## src/rtl/mem_access_pkg.sv

```systemverilog
// Shared types and helpers for the MIPS load/store to Avalon-MM initiator.
package mem_access_pkg;

  typedef enum logic [1:0] {IDLE, ACCESS, RESP} state_t;

  localparam logic [1:0] SZ_BYTE = 2'b00;
  localparam logic [1:0] SZ_HALF = 2'b01;
  localparam logic [1:0] SZ_WORD = 2'b10;

  // Only the low two address bits can make an access misaligned.
  function automatic logic is_misaligned(input logic [1:0] size, input logic [1:0] addr);
    logic bad;
    case (size)
      SZ_BYTE: bad = 1'b0;
      SZ_HALF: bad = addr[0];
      SZ_WORD: bad = (addr != 2'b00);
      default: bad = 1'b1;
    endcase
    return bad;
  endfunction

endpackage

```

## src/rtl/mem_lane_align.sv

```systemverilog
// Byte-lane mapping: byteenable and store-data replication on the way out,
// lane extraction and sign/zero extension of load data on the way back.
module mem_lane_align
  import mem_access_pkg::*;
(
  input  logic [1:0]  size,
  input  logic [1:0]  offset,
  input  logic        sign_ext,
  input  logic [31:0] wdata,
  input  logic [31:0] rdata,
  output logic [3:0]  byteenable,
  output logic [31:0] writedata,
  output logic [31:0] rdata_ext
);

  logic [15:0] lane_lo;

  always_comb begin
    lane_lo    = 16'(rdata >> {offset, 3'b000});
    byteenable = 4'b0000;
    writedata  = 32'h0;
    rdata_ext  = 32'h0;
    case (size)
      SZ_BYTE: begin
        byteenable = 4'b0001 << offset;
        writedata  = {4{wdata[7:0]}};
        rdata_ext  = {{24{sign_ext & lane_lo[7]}}, lane_lo[7:0]};
      end
      SZ_HALF: begin
        byteenable = 4'b0011 << offset;
        writedata  = {2{wdata[15:0]}};
        rdata_ext  = {{16{sign_ext & lane_lo[15]}}, lane_lo};
      end
      SZ_WORD: begin
        byteenable = 4'b1111;
        writedata  = wdata;
        rdata_ext  = rdata;
      end
      default: ;
    endcase
  end

endmodule

```

## src/rtl/mem_access_master.sv

```systemverilog
// Avalon-MM initiator for CPU loads/stores: one outstanding access at a time,
// misaligned or reserved-size requests answered with an error and no bus cycle.
//
// state  | meaning
// IDLE   | req_ready high, waiting for a CPU request
// ACCESS | read/write strobe on the bus, held through waitrequest
// RESP   | one-cycle resp_valid pulse, then back to IDLE
module mem_access_master
  import mem_access_pkg::*;
(
  input  logic        clk,
  input  logic        reset,
  input  logic        req_valid,
  output logic        req_ready,
  input  logic        req_write,
  input  logic [1:0]  req_size,
  input  logic        req_signed,
  input  logic [31:0] req_addr,
  input  logic [31:0] req_wdata,
  output logic        resp_valid,
  output logic [31:0] resp_rdata,
  output logic        resp_error,
  output logic [31:0] address,
  output logic        read,
  output logic        write,
  output logic [31:0] writedata,
  output logic [3:0]  byteenable,
  input  logic        waitrequest,
  input  logic [31:0] readdata
);

  state_t      state_q, state_d;
  logic [1:0]  size_q, size_d;
  logic [1:0]  off_q, off_d;
  logic        signed_q, signed_d;
  logic        read_q, read_d;
  logic        write_q, write_d;
  logic [31:0] address_q, address_d;
  logic [3:0]  be_q, be_d;
  logic [31:0] wdata_q, wdata_d;
  logic        resp_valid_q, resp_valid_d;
  logic [31:0] resp_rdata_q, resp_rdata_d;
  logic        resp_error_q, resp_error_d;

  logic [1:0]  lane_size, lane_off;
  logic [3:0]  lane_be;
  logic [31:0] lane_wdata, lane_rdata;

  // In IDLE the aligner maps the incoming request; afterwards it works on the latched one.
  assign lane_size = (state_q == IDLE) ? req_size : size_q;
  assign lane_off  = (state_q == IDLE) ? req_addr[1:0] : off_q;

  mem_lane_align u_lane_align (
    .size       (lane_size),
    .offset     (lane_off),
    .sign_ext   (signed_q),
    .wdata      (req_wdata),
    .rdata      (readdata),
    .byteenable (lane_be),
    .writedata  (lane_wdata),
    .rdata_ext  (lane_rdata)
  );

  always_comb begin
    state_d      = state_q;
    size_d       = size_q;
    off_d        = off_q;
    signed_d     = signed_q;
    read_d       = read_q;
    write_d      = write_q;
    address_d    = address_q;
    be_d         = be_q;
    wdata_d      = wdata_q;
    resp_valid_d = 1'b0;
    resp_rdata_d = 32'h0;
    resp_error_d = 1'b0;
    case (state_q)
      IDLE: begin
        if (req_valid) begin
          if (is_misaligned(req_size, req_addr[1:0])) begin
            state_d      = RESP;
            resp_valid_d = 1'b1;
            resp_error_d = 1'b1;
          end else begin
            state_d   = ACCESS;
            size_d    = req_size;
            off_d     = req_addr[1:0];
            signed_d  = req_signed;
            read_d    = ~req_write;
            write_d   = req_write;
            address_d = {req_addr[31:2], 2'b00};
            be_d      = lane_be;
            wdata_d   = req_write ? lane_wdata : 32'h0;
          end
        end
      end
      ACCESS: begin
        if (!waitrequest) begin
          state_d      = RESP;
          read_d       = 1'b0;
          write_d      = 1'b0;
          resp_valid_d = 1'b1;
          resp_rdata_d = read_q ? lane_rdata : 32'h0;
        end
      end
      RESP:    state_d = IDLE;
      default: state_d = IDLE;
    endcase
  end

  always_ff @(posedge clk) begin
    if (reset) begin
      state_q      <= IDLE;
      size_q       <= SZ_BYTE;
      off_q        <= 2'b00;
      signed_q     <= 1'b0;
      read_q       <= 1'b0;
      write_q      <= 1'b0;
      address_q    <= 32'h0;
      be_q         <= 4'b0000;
      wdata_q      <= 32'h0;
      resp_valid_q <= 1'b0;
      resp_rdata_q <= 32'h0;
      resp_error_q <= 1'b0;
    end else begin
      state_q      <= state_d;
      size_q       <= size_d;
      off_q        <= off_d;
      signed_q     <= signed_d;
      read_q       <= read_d;
      write_q      <= write_d;
      address_q    <= address_d;
      be_q         <= be_d;
      wdata_q      <= wdata_d;
      resp_valid_q <= resp_valid_d;
      resp_rdata_q <= resp_rdata_d;
      resp_error_q <= resp_error_d;
    end
  end

  assign req_ready  = (state_q == IDLE) && !reset;
  assign read       = read_q;
  assign write      = write_q;
  assign address    = address_q;
  assign byteenable = be_q;
  assign writedata  = wdata_q;
  assign resp_valid = resp_valid_q;
  assign resp_rdata = resp_rdata_q;
  assign resp_error = resp_error_q;

endmodule

```

## config.mk

```make
export PLATFORM = sky130hd
export DESIGN_NAME = mem_access_master
export DESIGN_NICKNAME = d
export VERILOG_FILES = /design/src/rtl/mem_access_pkg.sv /design/src/rtl/mem_lane_align.sv /design/src/rtl/mem_access_master.sv
export SDC_FILE = /design/constraint.sdc
export NUM_CORES = 1
export LEC_CHECK = 0
export CAP_MARGIN = 20
export CELL_PAD_IN_SITES_DETAIL_PLACEMENT = 1
export CELL_PAD_IN_SITES_GLOBAL_PLACEMENT = 2
export CORE_ASPECT_RATIO = 1.1
export CORE_MARGIN = 3
export CORE_UTILIZATION = 23
export CTS_CLUSTER_SIZE = 10
export DETAILED_ROUTE_END_ITERATION = 8
export PLACE_DENSITY = 0.92
export SYNTH_ARGS = -nofsm -noshare
export SYNTH_HDL_FRONTEND = slang
export SYNTH_SLANG_ARGS = --single-unit
```

## constraint.sdc

```tcl
create_clock -name clk -period 2.94 [get_ports clk]
set_clock_uncertainty 0.2 [all_clocks]
set_input_delay 0.294 -clock clk [delete_from_list [all_inputs] [get_ports clk]]
set_output_delay 0.294 -clock clk [all_outputs]
set_load 0.005 [all_outputs]
```

==> results of run 1 <==
## routing by layer
metal	part of all wire, %	global-route usage, %
met4	1.5	4.61
met5	0	0
met2	49	27.0
met3	6.9	4.45
met1	43	19.3
## metrics by stage
step                      power [mW]  instances  hold WS (ns)
after floorplan                 1.89        527         0.203
after global placement          2.24        962         0.227
after detailed placement        2.25        962         0.234
after CTS                       3.51        978         0.116
after global routing            3.62        978         0.135
final                           3.45        978         0.126
## kinds of logic after synthesis
family,count (synthesis)
muxes,24
other,1
AOI/OAI and AO/OA,152
buffers and inverters,45
DFF,109
and+or+nand+nor,195
## sequential cells by signal (all words and copies together), names as in the netlist, 2 cells and up
signal      flops
resp_rdata     32
state_q         2
writedata      32
byteenable      4
off_q           2
address        30
size_q          2
## placed cells by master (no fill, tap or decap), types with 3 or more instances in the layout
master / instances
a211oi_1: 3
a21oi_1: 75
a221o_1: 7
a222oi_1: 7
a22o_1: 5
a31o_1: 10
a31o_2: 6
a31oi_1: 6
and2_1: 8
buf_4: 24
clkbuf_16: 9
clkdlybuf4s50_1: 205
dfxtp_1: 109
inv_1: 3
mux2_2: 7
mux2i_1: 11
mux2i_2: 3
nand2_1: 104
nand2b_1: 5
nand3_1: 14
nand3b_1: 10
nand4_1: 3
nor2_1: 23
nor2b_1: 9
nor3_1: 5
o21a_1: 3
o21ai_0: 17
o21ai_1: 3
## synth_stat cells (all sizes together), types with 2 or more instances
library cell  instances  area (um^2)
clkbuf               17         63.8
nor3                  6         35.0
a22oi                 2         28.8
dfxtp               109         2180
a222oi                7         70.1
nand2               104          390
nand4                 3         18.8
a21oi                77          400
a31o                 16          140
a22o                  5         43.8
or2                   3         18.8
nand3                14         70.1
nor2b                 9         56.3
nand3b               10         75.1
a31oi                 7         58.8
buf                  25          140
nand2b                5         31.3
mux2i                16          196
o21a                  3         22.5
mux2                  8         93.8
a221o                 7         70.1
nor4                  2         12.5
a211oi                3         22.5
o22ai                 2         12.5
nor4b                 2         23.8
o21ai                20          100
inv                   3         11.3
nor2                 26          119
and2                  8         50.1
## final timing paths
kind | start | end | slack (ns) | cells after the start
worst max register to register | state_q[0] | resp_rdata[24] | 0.48 | 6
worst min register to register | write | write | 0.24 | 2
worst max-delay path | state_q[0] | resp_rdata[24] | 0.48 | 6
worst min-delay path | reset | off_q[0] | 0.13 | 2
## power breakdown
group          internal (mW)  switching, mW  leakage (nW)  total [mW]
logic                  0.343          0.310          1.55       0.653
clock network          0.661          0.584         0.138        1.25
registers               1.52         0.0309         0.884        1.55
total                   2.53          0.925          2.57        3.45
## worst max-delay path, stage by stage (launching register included)
cell and delay [ns]:
dfxtp_1 0.45, or2_1 0.47, a21oi_1 0.18, or2_0 0.24, o22a_1 0.23, a21oi_4 0.43
a31o_2 0.18
## layout make-up
class / instances / area, um^2 / area share, %
timing repair buffer: 230 / 2240 / 30.8
multi-input combinational: 373 / 2220 / 30.7
sequential: 109 / 2180 / 30.1
tap: 247 / 309 / 4.26
clock buffer: 10 / 229 / 3.16
clock inverter: 6 / 63.8 / 0.879
inverter: 3 / 11.3 / 0.155
==> results.tsv, run 1 <==
stage	metric	value	unit
run_status	status	finished, final reports clean	
clock_network	numCtsBuffers	9	
critical_path	critical_path_class	flop to flop	
yosys	synth_top_family_by_area	compound AO/OA/AOI/OAI gates	
yosys	synth_compound_area_share	21.6	%
die	pin_count	209	
clock_network	clock_latency	0.35	ns
run	drv_cap	0	
clock_network	root_buffer	clkbuf_16	
layout	areaGrowthSynthToFinish	57.3	%
critical_path	worstPathMaxFanout	16	
timing	fmax	407	MHz
timing	max_slew_margin	60.2	%
die	start_util	23.7	%
clock_network	htreeDepth	3	
die	die_y	155	um
yosys	syn_area	4610	um^2
timing	period_needed	2.46	ns
yosys	synthXorXnorAreaFrac	0	%
timing	rsz0062_at_grt	false	
layout	drive_above_1_share	9.58	%
yosys	synth_ff_type	dfxtp_1	
critical_path	cp-start-kind	flop	
clock_network	clockBufferDepth	2	
routing	wire_per_inst	17.9	um
yosys	synthArstFlopShare	0	%
min_path	hold_class	primary input to flop	
timing	report.final.setup_viol	0	
clock_network	cts.sinks	109	
grt	grt_start_max_net_pins	35	
layout	fill_cells	2290	
placed_design	post-dp-hpwl	13200	um
layout	num_antenna_cells	0	
timing	worst_slack	0.485	ns
power_and_ir_drop	ir_drop	0.000274	V
grt	grt.total_usage	15.8	%
placed_design	place_area	6960	um^2
clock_network	post_cts_buffers	0	
yosys	synth-simple-area-share	20.1	%
yosys	ys_types	54	
yosys	syn_inst	526	
clock_network	clk_pin_slew	0.08	ns
grt	grt_pass1_vias	4747	
placed_design	place_congestion	0.787	
yosys	syn_avg_cell_area	8.77	um^2
timing	period_share	83.5	%
routing	avgViaCountPerCell	4.74	
yosys	synthAdderAreaFrac	0	%
yosys	yosysWarnings	0	
die	dieWidth	141	um
critical_path	worstSetupEndpointType	flop	
grt	grt_overflow_total	0	
routing	vias	4635	
die	num_rows	53	
layout	layout.nets	830	
routing	drt_iter0_drc	246	
yosys	yosys-mux-area-fraction	6.29	%
power_and_ir_drop	powerDensity	476	nW/um^2
timing	finalSetupTns	0	ns
routing	wl	17500	um
die	fp.coreArea	19400	um^2
placed_design	io_buffers	206	
grt	grt_pass1_wl	27100	um
critical_path	cp.arrival	2.55	ns
yosys	synth_edf_count	0	
routing	ant_nets	0	
timing	worst_pin_slew	0.593	ns
grt	antenna_found_initial	0	
clock_network	cts-hold-fix-buffers	0	
placed_design	preCtsSetupSlack	0.172	ns
timing	slew_violations	0	
clock_network	cts_tree	built	
routing	drt_drc_violations_left	0	
timing	hold_violations	0	
power_and_ir_drop	leakage	2.57	nW
clock_network	cts-resized-gates	0	
critical_path	critical_path_required	3.03	ns
routing	first_pass_iters	6	
layout	post-route-util	37.3	%
yosys	ys_ff_latch	109	
yosys	ys_seq_area_share	47.3	%
layout	postLayoutCellArea	7260	um^2
die	dieArea	21800	um^2
(Power assumes the default switching activity.)
==> run 2, diff against run 1 <==
--- a/config.mk
+++ b/config.mk
@@ -10,10 +10,10 @@
 export CELL_PAD_IN_SITES_GLOBAL_PLACEMENT = 2
 export CORE_ASPECT_RATIO = 1.1
 export CORE_MARGIN = 3
-export CORE_UTILIZATION = 23
+export CORE_UTILIZATION = 21
 export CTS_CLUSTER_SIZE = 10
 export DETAILED_ROUTE_END_ITERATION = 8
-export PLACE_DENSITY = 0.92
+export PLACE_DENSITY = 0.89
 export SYNTH_ARGS = -nofsm -noshare
 export SYNTH_HDL_FRONTEND = slang
 export SYNTH_SLANG_ARGS = --single-unit
==> constraint.sdc (replaced) <==
create_clock -name clk -period 2.1 [get_ports clk]
set_clock_uncertainty 0.2 [all_clocks]
set_input_delay 0.21 -clock clk [delete_from_list [all_inputs] [get_ports clk]]
set_output_delay 0.21 -clock clk [all_outputs]
set_load 0.005 [all_outputs]
==> results.tsv, run 2 (same netlist as run 1, synthesis figures left out) <==
stage	metric	value	unit	change
run_status	status	finished, violations left		was finished, final reports clean
run_status	violations	setup timing		
timing	rsz0062_at_grt	true		was false
routing	wl	18200	um	was 17,500 um
die	start_util	21.5	%	was 23.7%
placed_design	io_buffers	206		unchanged
die	num_rows	56		was 53
power_and_ir_drop	ir_drop	0.000347	V	was 0.000274 V
critical_path	rrSetupSlack	-0.05	ns	was 0.48 ns
die	pin_count	209		unchanged
timing	worst_slack	-0.0515	ns	was 0.485 ns
critical_path	worstSetupEndpointType	flop		unchanged
critical_path	cp_num_buf_inv	1		was 0
routing	vias	4809		was 4,635
layout	final-seq-area	2190	um^2	was 2180 um^2
layout	multi_input_area	2340	um^2	was 2220 um^2
layout	final_common_cell	clkdlybuf4s50_1		unchanged
clock_network	cts_tree	built		unchanged
grt	grt_start_max_net_pins	49		was 35
clock_network	cts.sinks	109		unchanged
clock_network	root_buffer	clkbuf_16		unchanged
critical_path	worstPathMaxFanout	16		unchanged
die	fp.coreArea	21400	um^2	was 19,400 um^2
critical_path	slowest_stage	dfxtp_4		was or2_1
die	dieWidth	147	um	was 141 um
critical_path	critical_path_class	flop to flop		unchanged
critical_path	cp.arrival	2.19	ns	was 2.55 ns
clock_network	clock_latency	0.35	ns	about the same
layout	drive_above_1_share	15.8	%	was 9.58%
placed_design	post-dp-hpwl	13600	um	was 13,200 um
power_and_ir_drop	power	5.01	mW	was 3.45 mW
timing	period_needed	2.15	ns	was 2.46 ns
power_and_ir_drop	leakage	2.85	nW	was 2.57 nW
clock_network	htreeDepth	3		unchanged
timing	worst_pin_slew	0.667	ns	was 0.593 ns
timing	hold_violations	0		unchanged
routing	drt_drc_violations_left	0		unchanged
critical_path	cp-start-kind	flop		unchanged
routing	first_pass_iters	4		was 6
placed_design	place_congestion	0.796		was 0.787
routing	ant_nets	0		unchanged
routing	wire_per_inst	17.2	um	was 17.9 um
timing	max_slew_margin	55.2	%	was 60.2%
critical_path	critical_path_required	2.14	ns	was 3.03 ns
routing	avgViaCountPerCell	4.53		was 4.74
clock_network	clk_pin_slew	0.08	ns	about the same
layout	layout.nets	870		was 830
placed_design	preCtsSetupSlack	-0.388	ns	was 0.172 ns
grt	grt_pass1_vias	4965		was 4,747
layout	areaGrowthSynthToFinish	69.5	%	was 57.3%
critical_path	crit_family	multiplexers		was compound AO/OA/AOI/OAI gates
grt	grt.total_usage	14.8	%	was 15.8%
routing	drt_iter0_drc	226		was 246
grt	antenna_found_initial	0		unchanged
run	drv_cap	0		unchanged
grt	grt_overflow_total	0		unchanged
die	die_y	161	um	was 155 um
clock_network	numCtsBuffers	9		unchanged
critical_path	slowest_delay	0.37	ns	was 0.47 ns
layout	fill_cells	2533		was 2,290
layout	mostFrequentLayoutCells	203 x clkdlybuf4s50_1, 107 x dfxtp_1, 104 x nand2_1, 74 x a21oi_1, 54 x buf_4		was 205 x clkdlybuf4s50_1, 109 x dfxtp_1, 104 x nand2_1, 75 x a21oi_1, 24 x buf_4
power_and_ir_drop	powerDensity	640	nW/um^2	was 476 nW/um^2
timing	period_share	102	%	was 83.5%
critical_path	crit_chain	nor2_8 -> mux2i_4 -> mux2_4 -> a22oi_4 -> a21oi_4 -> buf_12 -> a31o_2		was or2_1 -> a21oi_1 -> or2_0 -> o22a_1 -> a21oi_4 -> a31o_2
timing	slew_violations	0		unchanged
grt	grt_pass1_wl	28000	um	was 27,100 um
timing	report.final.setup_viol	19		was 0
timing	fmax	465	MHz	was 407 MHz
clock_network	clockBufferDepth	2		unchanged
die	dieArea	23800	um^2	was 21,800 um^2
min_path	hold_class	primary input to flop		unchanged
run 2: changes by cell type in the layout (fill, tap and decap cells not counted), sizes merged:
| cell | delta |
|---|---|
| diode | +1 |
| dlygate4sd3 | +1 |
| clkdlybuf4s50 | -2 |
| buf | +39 |
| dlygate4sd2 | +2 |
run 2: area by class of cell:
| class | instances | share of cell area (%) |
|---|---|---|
| clock buffer | 10 | 2.93 |
| inverter | 3 | 0.144 |
| tap | 290 | 4.64 |
| multi-input combinational | 373 | 29.9 |
| clock inverter | 6 | 0.816 |
| timing repair buffer | 270 | 33.6 |
| sequential | 109 | 28.0 |
| antenna | 1 | 0.0320 |
run 2: where the power goes:
part           internal, mW  total (mW)  leakage (nW)  switching [mW]
Clock                 0.926        1.75         0.138           0.823
Sequential             2.13        2.18         0.885          0.0439
Combinational         0.597        1.08          1.82           0.485
Total                  3.66        5.01          2.85            1.35
run 2: final timing paths:
path	start	to	cells after the start
worst max-delay path	state_q[1]	resp_rdata[23]	7
worst min register to register	write	write	2
worst max register to register	state_q[1]	resp_rdata[23]	7
worst min-delay path	req_addr[7]	address[7]	3
run 2: repair_timing:
| action | in CTS | in global routing |
|---|---|---|
| hold buffers | 1 | 0 |
| pin swaps | 2 | 8 |
| buffers inserted | 4 | 6 |
| gates resized for setup | 13 | 24 |
| gates cloned | 0 | 0 |
| endpoints found under the setup margin | 63 | 51 |
| hold endpoints to repair | 2 | 0 |
run 2: metrics by stage:
step,cell area (um^2),setup TNS (ns),utilization [%],std cells,hold WS (ns)
after floorplan,4640,-0.760,-,527,0.119
after global placement,7350,-28.57,34.3,1037,0.231
after detailed placement,7350,-31.45,34.3,1037,0.239
after CTS,7720,-0.311,36.0,1058,0.178
after global routing,7820,-2.98,36.5,1061,0.192
final,7820,-0.531,36.5,1062,0.197
run 2: routing by layer:
layer	share of wire (%)	routed length (um)	GRT usage, %	up-vias
met4	1.1	200	3.90	0
met1	43	7860	18.6	2313
li1	-	-	-	2325
met5	0	0	0	-
met2	49	8920	24.9	158
met3	6.9	1260	4.24	13
run 2: worst register-to-register path: stages, from the launching register on:
cell     delay, ns
dfxtp_4       0.37
nor2_8        0.16
mux2i_4       0.34
mux2_4        0.34
a22oi_4       0.19
a21oi_4       0.09
buf_12        0.15
a31o_2        0.21
==> RTL change (config.mk and constraints of run 2) <==
Remove the case item `SZ_BYTE` of the case on `size`.
--- a/src/rtl/mem_lane_align.sv
+++ b/src/rtl/mem_lane_align.sv
@@ -21,11 +21,6 @@
     writedata  = 32'h0;
     rdata_ext  = 32'h0;
     case (size)
-      SZ_BYTE: begin
-        byteenable = 4'b0001 << offset;
-        writedata  = {4{wdata[7:0]}};
-        rdata_ext  = {{24{sign_ext & lane_lo[7]}}, lane_lo[7:0]};
-      end
       SZ_HALF: begin
         byteenable = 4'b0011 << offset;
         writedata  = {2{wdata[15:0]}};
Behaviour: not the same (Yosys sat finds a counterexample within 4 cycles, from zero or initial values and one cycle with reset high).
==> RTL change against run 2 <==
Global-route usage shrank 0.27 points; critical path type unchanged; the flow still finishes with violations (negative setup slack); synthesized cell count is 4.2% lower; maximum frequency down 7.4%; via count is 6.3% lower; synthesized area is 6.2% lower; count of clock-buffer cells in the layout fell by 1; highest routed layer unchanged; utilization grew 2.4 points; sequential cell count stayed put; cell area fell by 0.19%; worst setup slack worse by 170 ps; wire length fell by 7.4%; total power shrank 2.6%.
==> RTL change: results (changes against run 2) <==
run status=complete, but fails checks (unchanged); failing checks=negative setup slack (unchanged); detailed-route via count=4508 (was 4809); family of cells with the greatest summed delay on the critical path=simple AND/OR/NAND/NOR gates (was multiplexers); count of cell types in the netlist=41 (was 54); terminating pin of the worst hold path=resp_error (was address[7]); Vias per Instance=4.522 (was 4.528); setup tns final=-11240 ps (was -531.3 ps); area post-placement=7092 um2 (was 7350 um2); reg-to-reg endpoint=resp_rdata[3] (was resp_rdata[23]); r2r worst-path depth=9 (was 7); wire length of the first global-routing pass=25410 um (was 28000 um); switching portion of total power=28.08% (was 26.99%); starting DRC count in detailed routing=145 (was 226); maximum ir drop on the vdd rail=0.3731 mV (was 0.3474 mV); final weighted congestion in routability-driven placement=0.7607 (was 0.7959); cts repair resizes=28 (was 13); Clock Latency Late Sink=350 ps (about the same); number of nets in the final layout=846 (was 870); most frequent cells after synthesis=109 x dfxtp_1, 96 x nand2_1, 80 x a21oi_1 (was 109 x dfxtp_1, 104 x nand2_1, 75 x a21oi_1); pin count of the biggest net entering global routing=58 (was 49); hold path start=reset (was req_addr[7]); setup slack of the critical path after layout=-223.4 ps (was -51.46 ps); Post-Place Setup Slack=-385.1 ps (was -387.6 ps); antenna fix cells=0 (was 1); cells after synthesis=504 (was 526); Slowest Stage Delay on Critical Path=340 ps (was 370 ps); Slew headroom=54.67% (was 55.24%); count of endpoints failing setup in the final report=66 (was 19); All-Layer GR Usage=14.50% (was 14.77%); Crit Reg-Reg Startpoint=state_q[0] (was state_q[1]); Worst Path Max Fanout=7 (was 16); fraction of final layout cells sized beyond drive strength 1=19.06% (was 15.82%); CP Data Arrival Time=2420 ps (was 2190 ps); Static Leakage=2.936 nW (was 2.847 nW)
RTL change: cell types whose count changed in the layout (fill, tap and decap cells not counted), moves of 7 or more:
cell      delta
a21o_1      +16
a22oi_1     +15
buf_4       -12
nand2_1     -12
nor3_2      +11
a31o_1      -10
nand3b_1    -10
a22o_1       +9
and2_1       -8
a222oi_1     -7
mux2_4       -7
RTL change: logic make-up (layout without fill, tap and decap cells):
group | Yosys count | count (layout) | share of synthesized area [%]
AO/OA/AOI/OAI | 152 | 152 | 23.02
adder cells (fa/ha/maj) | 2 | 2 | 0.5783
buffers and inverters | 45 | 285 | 4.540
flip-flops | 109 | 109 | 50.43
multiplexers | 9 | 9 | 2.140
other | 1 | 2 | 0.08667
AND/OR/NAND/NOR | 186 | 186 | 19.20
RTL change: cell type report:
class / instances / area [um2]
fillers: 2261 / 12260
repair buffers: 264 / 2680
multi-input cells: 351 / 2311
flip-flops and latches: 109 / 2185
well taps: 252 / 315.3
clock buffers: 9 / 225.2
clock inverters: 7 / 66.31
inverters: 5 / 22.52
RTL change: routing by layer:
| metal | up-vias | wire [um] | part of all wire, % | GRT usage, % |
|---|---|---|---|---|
| met5 | - | 0 | 0 | 0 |
| met3 | 14 | 1141 | 6.8 | 4.248 |
| met1 | 2146 | 7226 | 43 | 17.69 |
| met2 | 125 | 8265 | 49 | 24.17 |
| met4 | 0 | 254 | 1.5 | 5.387 |
| li1 | 2223 | - | - | - |
RTL change: power groups by stage:
stage	registers, mW	clock network, mW	logic [mW]
6_report	2.15	1.69	1.04
5_1_grt	2.15	1.87	1.12
4_1_cts	2.15	1.78	0.976
3_5_place_dp	2.20	0	0.905
3_3_place_gp	2.19	0	0.900
2_1_floorplan	2.20	0	0.408
